--- config.mk ---
export PLATFORM = sky130hd
export DESIGN_NAME = alu_result_fifo
export DESIGN_NICKNAME = d
export VERILOG_FILES = /design/src/rtl/alu_result_fifo.sv
export SDC_FILE = /design/constraint.sdc
export NUM_CORES = 1
export LEC_CHECK = 0
export BUFFER_PORTS_ARGS = -buffer_cell sky130_fd_sc_hd__buf_2
export CAP_MARGIN = 15
export CORE_MARGIN = 4
export CORE_UTILIZATION = 60
export CTS_CLUSTER_DIAMETER = 40
export DETAILED_ROUTE_END_ITERATION = 6
export PLACE_DENSITY = 0.92
export SKIP_CTS_REPAIR_TIMING = 1
export SLEW_MARGIN = 20
export SYNTH_ARGS = -nofsm -noshare
export SYNTH_HDL_FRONTEND = slang
export SYNTH_SLANG_ARGS = --single-unit
--- constraint.sdc ---
create_clock -name clk -period 3.5 [get_ports clk]
set_clock_uncertainty 0.2 [all_clocks]
set_input_delay 0.525 -clock clk [delete_from_list [all_inputs] [get_ports clk]]
set_output_delay 0.525 -clock clk [all_outputs]
set_load 0.01 [all_outputs]
--- src/rtl/alu_result_fifo.sv ---
// Result buffer behind the ALU stage: stores {tag, data} pairs and hands them to the
// consumer in order. Writes arriving while full are dropped and latched in a sticky flag.
module alu_result_fifo #(
    parameter int DATA_W = 8,
    parameter int TAG_W  = 3,
    parameter int DEPTH  = 4
) (
    input  logic                       clk,
    input  logic                       rst_n,
    input  logic                       in_valid,
    input  logic [DATA_W-1:0]          in_data,
    input  logic [TAG_W-1:0]           in_tag,
    output logic                       in_ready,
    output logic                       out_valid,
    output logic [DATA_W-1:0]          out_data,
    output logic [TAG_W-1:0]           out_tag,
    input  logic                       out_ready,
    output logic [$clog2(DEPTH):0]     count,
    output logic                       overflow,
    input  logic                       clr_ovf
);

    localparam int PW = $clog2(DEPTH);
    localparam int CW = PW + 1;
    localparam int EW = TAG_W + DATA_W;
    localparam logic [CW-1:0] FULL_COUNT = CW'(DEPTH);

    // Handshake: a transfer happens on a rising edge where valid && ready. in_ready and
    // out_valid depend only on registered occupancy. The producer may hold in_valid
    // while in_ready=0; that beat is dropped and flagged, never stalled.

    logic [EW-1:0]   mem [DEPTH];
    logic [PW-1:0]   wr_ptr;
    logic [PW-1:0]   rd_ptr;
    logic [CW-1:0]   count_q;
    logic            overflow_q;

    logic            full;
    logic            empty;
    logic            push;
    logic            pop;
    logic            drop;
    logic [EW-1:0]   head;

    assign full  = (count_q == FULL_COUNT);
    assign empty = (count_q == '0);
    assign push  = in_valid && !full;
    assign pop   = !empty && out_ready;
    assign drop  = in_valid && full;

    // Storage carries no reset; the head is masked to zero whenever the FIFO is empty.
    always_ff @(posedge clk) begin
        if (rst_n && push) begin
            mem[wr_ptr] <= {in_tag, in_data};
        end
    end

    always_ff @(posedge clk) begin
        if (!rst_n) begin
            wr_ptr     <= '0;
            rd_ptr     <= '0;
            count_q    <= '0;
            overflow_q <= 1'b0;
        end else begin
            if (push) begin
                wr_ptr <= wr_ptr + PW'(1);
            end
            if (pop) begin
                rd_ptr <= rd_ptr + PW'(1);
            end
            case ({push, pop})
                2'b10:   count_q <= count_q + CW'(1);
                2'b01:   count_q <= count_q - CW'(1);
                default: count_q <= count_q;
            endcase
            // A drop in the same cycle as clr_ovf keeps the flag set.
            if (drop) begin
                overflow_q <= 1'b1;
            end else if (clr_ovf) begin
                overflow_q <= 1'b0;
            end
        end
    end

    always_comb begin
        head = '0;
        if (!empty) begin
            head = mem[rd_ptr];
        end
    end

    assign out_data  = head[DATA_W-1:0];
    assign out_tag   = head[EW-1:DATA_W];
    assign out_valid = !empty;
    assign in_ready  = !full;
    assign count     = count_q;
    assign overflow  = overflow_q;

endmodule

# Yosys cells after proc, flatten, opt, wreduce, memory -nomap -nowiden
# Memory sizes are Yosys's and may differ from the RTL's. A register that Yosys moved wholly into a read port is not among the register bits.
# Cells that the tools add are included.
[op_classes]
addsub = 4
eq_ne = 3
n_mux = 8
n_reduce_logical = 9
[ops]
columns = ["cell", "count"]
rows = [
  ["two-way mux 11 bit", 1],
  ["case mux 3 bit (2 select lines)", 1],
  ["adder 2 x 1 -> 2 bit (second input constant)", 2],
  ["logical AND 1 bit", 4],
  ["two-way mux 1 bit", 4],
  ["two-way mux 2 bit", 2],
  ["nonzero test 2 bit", 2],
  ["adder 3 x 1 -> 3 bit (second input constant)", 1],
  ["equality test 3 bit (second input constant)", 1],
  ["zero test 3 bit", 1],
  ["subtractor 3 x 1 -> 3 bit (second input constant)", 1],
  ["equality test 2 x 1 -> 1 bit (second input constant)", 1],
  ["equality test 2 bit (second input constant)", 1],
  ["zero test 1 bit", 2],
]
[word_totals]
reg_bits = 8
ram_bits = 44
input_bits = 16
output_inout_bits = 17
elab_cells = 29
n_memories = 1
[memory_table]
columns = ["name", "depth", "word_bits", "rd", "rd_clocked_by_memory_dff", "wr", "line", "rtl"]
rows = [
  ["mem", 4, 11, 1, 1, 1, "32", "logic [EW-1:0] mem [DEPTH];"],
]

# Longest topological paths before layout
# Gate-level depths: netlist of the first run.
[depth]
ltp_word = 6
ltp_mapped = 9
depth_no_buf = 9

# Least setup slack after synthesis of the first run
# Ideal clock, no wire load.
[synth_timing]
path_kind = "register to register"
start = "register count_q[1], in the netlist count[1]"
end = "register count_q[2], in the netlist count[2]"
setup_ps = 76
arrival_ps = 1933
t_required_ps = 3224
setup_slack_ps = 1291
path_stages_with_launch = 10
path_buffers = 0
period_less_slack_ps = 2209
cell_sequence = "dfxtp_1 -> nor2_1 -> a21boi_2 -> inv_1 -> ha_1 -> inv_1 -> fa_1 -> xor2_1 -> or3_1 -> a21boi_0"
[synth_between]
elab_chain_cells = 5
word_cells_on_any_way = 12
classes_between = "add/sub (2); eq/ne (3); mux (1); reduce/logical (6)"
[synth_lines]
columns = ["element", "line", "rtl"]
rows = [
  ["from (decl)", "35", "logic [CW-1:0] count_q;"],
  ["from (signal assigned)", "72", "2'b10: count_q <= count_q + CW'(1);"],
  ["from (signal assigned)", "73", "2'b01: count_q <= count_q - CW'(1);"],
  ["from (signal assigned)", "74", "default: count_q <= count_q;"],
  ["equality test 3 bit or zero test 3 bit (tied branches)", "45, 46", ""],
  ["zero test 1 bit, on equally long branches", "47, 48", ""],
  ["logical AND 1 bit, on equally long branches", "47, 48", ""],
  ["equality test 2 x 1 -> 1 bit or equality test 2 bit (tied branches)", "71", "case ({push, pop})"],
  ["case mux 3 bit (2 select lines) or nonzero test 2 bit (tied branches)", "-", ""],
]
# Several ways; a longest one is shown, not always the timed one.
# A chain may end at the register's enable or synchronous reset.

==> impl_results.md, run 1 <==
- Post-synth cell types: 27
- Die ar.: 0.004729 mm2
- Worst Path Buf+Inv: 1
- F_max: roughly 360 MHz
- YS warnings: 0
- Gr usage total: 18.66%
- Final setup TNS: 0 ns
- DR WL/cell: approximately 18 um
- Largest net degree at the start of global routing: 17
- Final worst path period share: 78.54%
- H-tree depth: 2
- RSZ-0062 raised after global routing: false
- N_diodes: 0
- Status: complete, no violations
- Synth Register Bits: 54
- HP Class: input port to flip-flop
- Clk root buf: clkbuf_8
- Top cells by area, synth: edfxtp_1, mux4_2, dfxtp_1
- TritonCTS clock tree: built
- Worst-path cell chain: mux4_1, nor2b_1, buf_2
- Fill count: between 200 and 250
- Max Slew Vio Count: 0
- Starting DRC count in detailed routing: around 70
- CP Class: flip-flop to primary output
- Residual DRC count: 0
- Hold Fails Final Rpt: 0
- Initial Utilization: between 60% and 70%
- Total core area: 0.003442 mm2
- Worst rel slew slack: 52.17%
- Post-synthesis sequential area ratio: 68.66%
- Fin util: approximately 73%
- Commonest non-fill, non-tap cells in the layout: edfxtp_1, buf_2, nor2b_1
- Mean Syn Cell Area: 17.31 um2
- Share of layout cells above drive strength 1: between 30% and 40%
- Die height: between 60 and 70 um
- # nets final: between 150 and 200
- CTS Buffer Depth: 2
- Total vias in the final route: 1167
- Final hold slack: ~0.22 ns
- Req. time, crit path: 2.77 ns
- Commonest non-fill, non-tap cell in the layout: edfxtp_1
- FF-to-FF setup slack: around 0.94 ns
- Vias in the first global route: 1204
- Vias per cell: about 5.5
- Leakage Power: around 0.92 nW
- Syn Inst Count: approximately 130
- Yosys top cell by area: edfxtp_1
- CP Capture Type: primary output
- Tot Pwr: about 1.7 mW
- Congestion Overflow GR: 0
- Die span in x: between 60 and 70 um
- DRT Pass-1 Iters: 4
- Area growth from synthesis to layout: 12.87%
- Synthesized net count: 150
- Setup violations, final: 0
- Row count: 21
- Max VDD drop: roughly 0.46 mV
- Global-route wire length before repair: approximately 6000 um
- Worst path max stage delay: about 0.79 ns
- CP delay by family, top: flip-flops
- Crit path DAT: ~2.0 ns
- Max Fanout on Critical Path: 11
- Reg clk slew, reported paths: 0.09 ns
- Post-DP HPWL: roughly 2700 um
- Critical Path Start Type: flip-flop
- CP max-delay cell: dfxtp_1
- Cell Area, Synth: roughly 0.0022 mm2
- CTS Sinks: 54
- Worst Max-Slew Pin Slew: roughly 0.7 ns
- PortBufs: 32
- Number of max-cap violations: 0
- # IOs: 33
- DRT Wirelength: ~3700 um
- Antenna Nets Post-Route: 0
- Tmin final: 2.749 ns
- Clock latency at the later pin of the worst-skew pair: about 0.30 ns
- Top-area cell type share of the netlist area: around three fifths
- Routability-driven placement congestion ratio: between 0.6 and 0.7
- TritonCTS Buffers: 5
- Initial antenna violation count: 0
- PD cells: 686.9 mW/mm2
## power breakdown
group          switching [mW]  total [mW]  leakage, nW  internal (mW)
Clock                   0.188       0.325       0.0432          0.137
Combinational           0.284       0.559        0.393          0.275
Sequential             0.0788       0.834        0.481          0.755
Total                   0.550        1.72        0.917           1.17
## cells in the mapped netlist (all sizes together)
cell	count
a21boi	3
a32oi	1
and2	2
and3	4
buf	3
clkbuf	1
dfxtp	10
edfxtp	44
fa	1
ha	5
inv	8
mux2i	2
mux4	11
nand2	8
nand4bb	1
nor2	1
nor2b	13
nor3	1
o21ai	5
or3	2
xnor2	1
xor2	1
## metrics by stage
step	area, um2	cells	setup slack, ns
after floorplan	2216	128	1.291
after global placement	2416	203	1.064
after detailed placement	2416	203	0.9519
after CTS	2501	211	0.7004
after global routing	2501	211	0.5832
final	2501	211	0.7511
## registers in the layout, summed over array words and instances (netlist names), named ones only
| name | flops |
|---|---|
| count | 3 |
| overflow | 1 |
| rd_ptr | 2 |
| wr_ptr | 2 |
| mem | 44 |
## routing by layer
| metal | wire, um | up-vias | GRT usage [%] | share of wire [%] |
|---|---|---|---|---|
| met4 | 38 | 0 | 5.109 | 1.0 |
| met5 | 0 | - | 0 | 0 |
| met3 | 205 | 5 | 6.321 | 5.5 |
| met2 | 2058 | 24 | 32.18 | 55 |
| met1 | 1410 | 585 | 22.45 | 38 |
| li1 | - | 553 | - | - |
## path summary, 6_finish.rpt
path,from,endpoint,cells past startpoint
setup reg to reg,count[2]$_SDFFE_PN0P_,count[2]$_SDFFE_PN0P_,9
hold / removal,in_data[1],mem[1][1]$_DFFE_PP_,1
setup / recovery,flip-flop,out_tag[2],3
hold reg to reg,rd_ptr[0]$_SDFFE_PN0P_,rd_ptr[0]$_SDFFE_PN0P_,2
## cell type report
| cell class | count | area [um2] | share of cell area (%) |
|---|---|---|---|
| Tap cell | 46 | 57.56 | 2.301 |
| Timing Repair Buffer | 33 | 167.7 | 6.703 |
| Sequential cell | 54 | 1521 | 60.83 |
| Clock inverter | 3 | 16.27 | 0.6503 |
| Inverter | 8 | 30.03 | 1.201 |
| Clock buffer | 5 | 68.82 | 2.751 |
| Multi-Input combinational cell | 62 | 639.4 | 25.56 |
## cell families after synthesis
family	share of synthesized area, %
XOR/XNOR	0.7907
flip-flops	68.66
AO/OA/AOI/OAI	2.710
multiplexers	12.25
adder cells (fa/ha/maj)	3.727
AND/OR/NAND/NOR	9.373
buffers and inverters	2.484
Power figures use the tool's default switching activity.
==> run 2, diff against run 1 <==
Settings changed: CORE_UTILIZATION 60 to 55, PLACE_DENSITY 0.92 to 0.86.
Clock period 3.5 ns to 2.7 ns, I/O delays scaled along.
==> impl_results.md, run 2 (synthesized netlist as in run 1, its figures left out) <==
- DR WL/cell: 16.60 um (-5.6%)
- # nets final: 187 (+0.54%)
- Post-DP HPWL: 2559 um (-5.0%)
- Worst Max-Slew Pin Slew: 0.5990 ns (-0.1175 ns)
- Total vias in the final route: 1151 (-1.4%)
- Clock latency at the later pin of the worst-skew pair: 0.30 ns (about the same)
- Fill count: 246 (+12%)
- Die height: 71.48 um (+3.9%)
- Hold Fails Final Rpt: 0 (unchanged)
- Critical Path Start Type: flip-flop
- Congestion Overflow GR: 0 (unchanged)
- Leakage Power: 0.9309 nW (+1.5%)
- DRT Wirelength: 3552 um (-4.3%)
- RSZ-0062 raised after global routing: false
- TritonCTS clock tree: built
- CTS Buffer Depth: 2 (unchanged)
- CTS Sinks: 54 (unchanged)
- Number of max-cap violations: 0 (unchanged)
- Gr usage total: 15.51% (-3.2 points)
- N_diodes: 0 (unchanged)
- Residual DRC count: 0 (unchanged)
- Clk root buf: clkbuf_8
- Final worst path period share: 85.76%
- CP delay by family, top: adder cells
- Int Power: 1.620 mW (+39%)
- FF-to-FF setup slack: 0.38 ns (-0.56 ns)
- Worst rel slew slack: 60.07% (+7.9 points)
- Psw: 700.9 uW (+27%)
- TritonCTS Buffers: 5 (unchanged)
- Clk network pwr share: 22.4% (+3.5 points)
- PD cells: 915.1 mW/mm2 (+33%)
- Storage cell area: 0.001521 mm2 (unchanged)
- Die span in x: 71.48 um (+3.9%)
- Antenna Nets Post-Route: 0 (unchanged)
- Reg clk slew, reported paths: 0.09 ns (about the same)
- CP Capture Type: flip-flop
- DRT Pass-1 Iters: 4 (unchanged)
- Setup violations, final: 0 (unchanged)
- Commonest non-fill, non-tap cells in the layout: edfxtp_1, buf_2, nor2b_1
- HP Class: input port to flip-flop
- Total core area: 0.003771 mm2 (+9.6%)
- Final setup TNS: 0 ns (unchanged)
- Post-route cell area: 0.002536 mm2 (+1.4%)
- PortBufs: 32 (unchanged)
- # IOs: 33 (unchanged)
- Vias per cell: 5.379 (-2.8%)
- Fin util: 67.25% (-5.4 points)
- Worst Path Buf+Inv: 2 (+1)
- F_max: 431.8 MHz
- Switching Share: 30.20% (-1.8 points)
- Max Fanout on Critical Path: 7 (-4)
- Crit path DAT: 2.35 ns (+0.33 ns)
- Worst path max stage delay: 0.39 ns (-0.40 ns)
- Initial Utilization: 58.76% (-5.6 points)
- Die ar.: 0.005109 mm2 (+8.0%)
- Largest net degree at the start of global routing: 17 (unchanged)
- Biggest register: mem
- Starting DRC count in detailed routing: 56 (-21%)
- Req. time, crit path: 2.73 ns (-0.04 ns)
- Global-route wire length before repair: 5802 um (-2.9%)
- Worst-path cell chain: nor2_1, a21boi_2, inv_1, ha_1, inv_1, fa_1, xor2_1, or3_1, a21boi_0
- Row count: 22 (+4.8%)
- Max reg flops: 44 (unchanged)
- CP max-delay cell: dfxtp_1
- Share of layout cells above drive strength 1: 33.13% (+1.0 points)
- Commonest non-fill, non-tap cell in the layout: edfxtp_1
- Sequential Power Share: 45.0% (-3.6 points)
- Max Slew Vio Count: 0 (unchanged)
- Status: complete, no violations
- H-tree depth: 2 (unchanged)
- Placed inst area: 0.002426 mm2 (+0.41%)
- CP Class: flip-flop to flip-flop
- Routability-driven placement congestion ratio: 0.6876 (+4.0%)
- Tmin final: ~2.3 ns
- Max VDD drop: 0.4548 mV (-0.81%)
- Worst path most repeated cell: inv_1
- Combinational fraction of design power: 32.6% (about the same)
- Initial antenna violation count: 0 (unchanged)
- Vias in the first global route: 1180 (-2.0%)
- Area growth from synthesis to layout: 14.46%
- Area of the multi-input gates: 639.4 um2 (unchanged)
## run 2: changes by cell type in the layout (fill, tap and decap cells not counted), sizes merged
cell and delta:
bufinv +1, buf +1, clkbuf +1, clkinvlp +1
clkinv -3
## run 2: layout make-up
class                           instances  area share (%)
Inverter                                8           1.184
Clock inverter                          2           1.480
Sequential cell                        54           59.99
Clock buffer                            6           2.861
Tap cell                               48           2.368
Timing Repair Buffer                   34           6.907
Multi-Input combinational cell         62           25.21
## run 2: final timing paths
check	to	startpoint	cells past startpoint
max reg2reg	count[2]$_SDFFE_PN0P_	count[0]$_SDFFE_PN0P_	9
max	count[2]$_SDFFE_PN0P_	count[0]$_SDFFE_PN0P_	9
min reg2reg	rd_ptr[0]$_SDFFE_PN0P_	rd_ptr[0]$_SDFFE_PN0P_	2
min	mem[0][7]$_DFFE_PP_	in_data[7]	1
## run 2: power by group through the flow
stage / clock network [mW] / registers, mW / logic, mW
floorplan: 0 / 1.06 / 0.526
finish: 0.520 / 1.04 / 0.756
detailed placement: 0 / 1.07 / 0.775
CTS: 0.528 / 1.05 / 0.777
global placement: 0 / 1.05 / 0.748
global route: 0.560 / 1.06 / 0.834
## run 2: metal layers
metal  GRT usage (%)  vias up  routed length, um  share of wire, %
met5               0        -                  0                 0
met4           6.263        0                 65               1.8
met3           3.787        7                147               4.1
met2           28.16       23               1997                56
met1           17.36      570               1342                38
li1                -      551                  -                 -
## run 2: per-stage QoR
step / instances / total power, mW / worst slack, ns / hold slack [ns]
2_1_floorplan: 128 / 1.584 / 0.4915 / 0.2560
3_3_place_gp: 206 / 1.803 / 0.4776 / 0.2648
3_5_place_dp: 206 / 1.840 / 0.3922 / 0.2893
4_1_cts: 214 / 2.352 / 0.3601 / 0.1110
5_1_grt: 214 / 2.451 / 0.1973 / 0.1118
6_report: 214 / 2.321 / 0.3844 / 0.1117
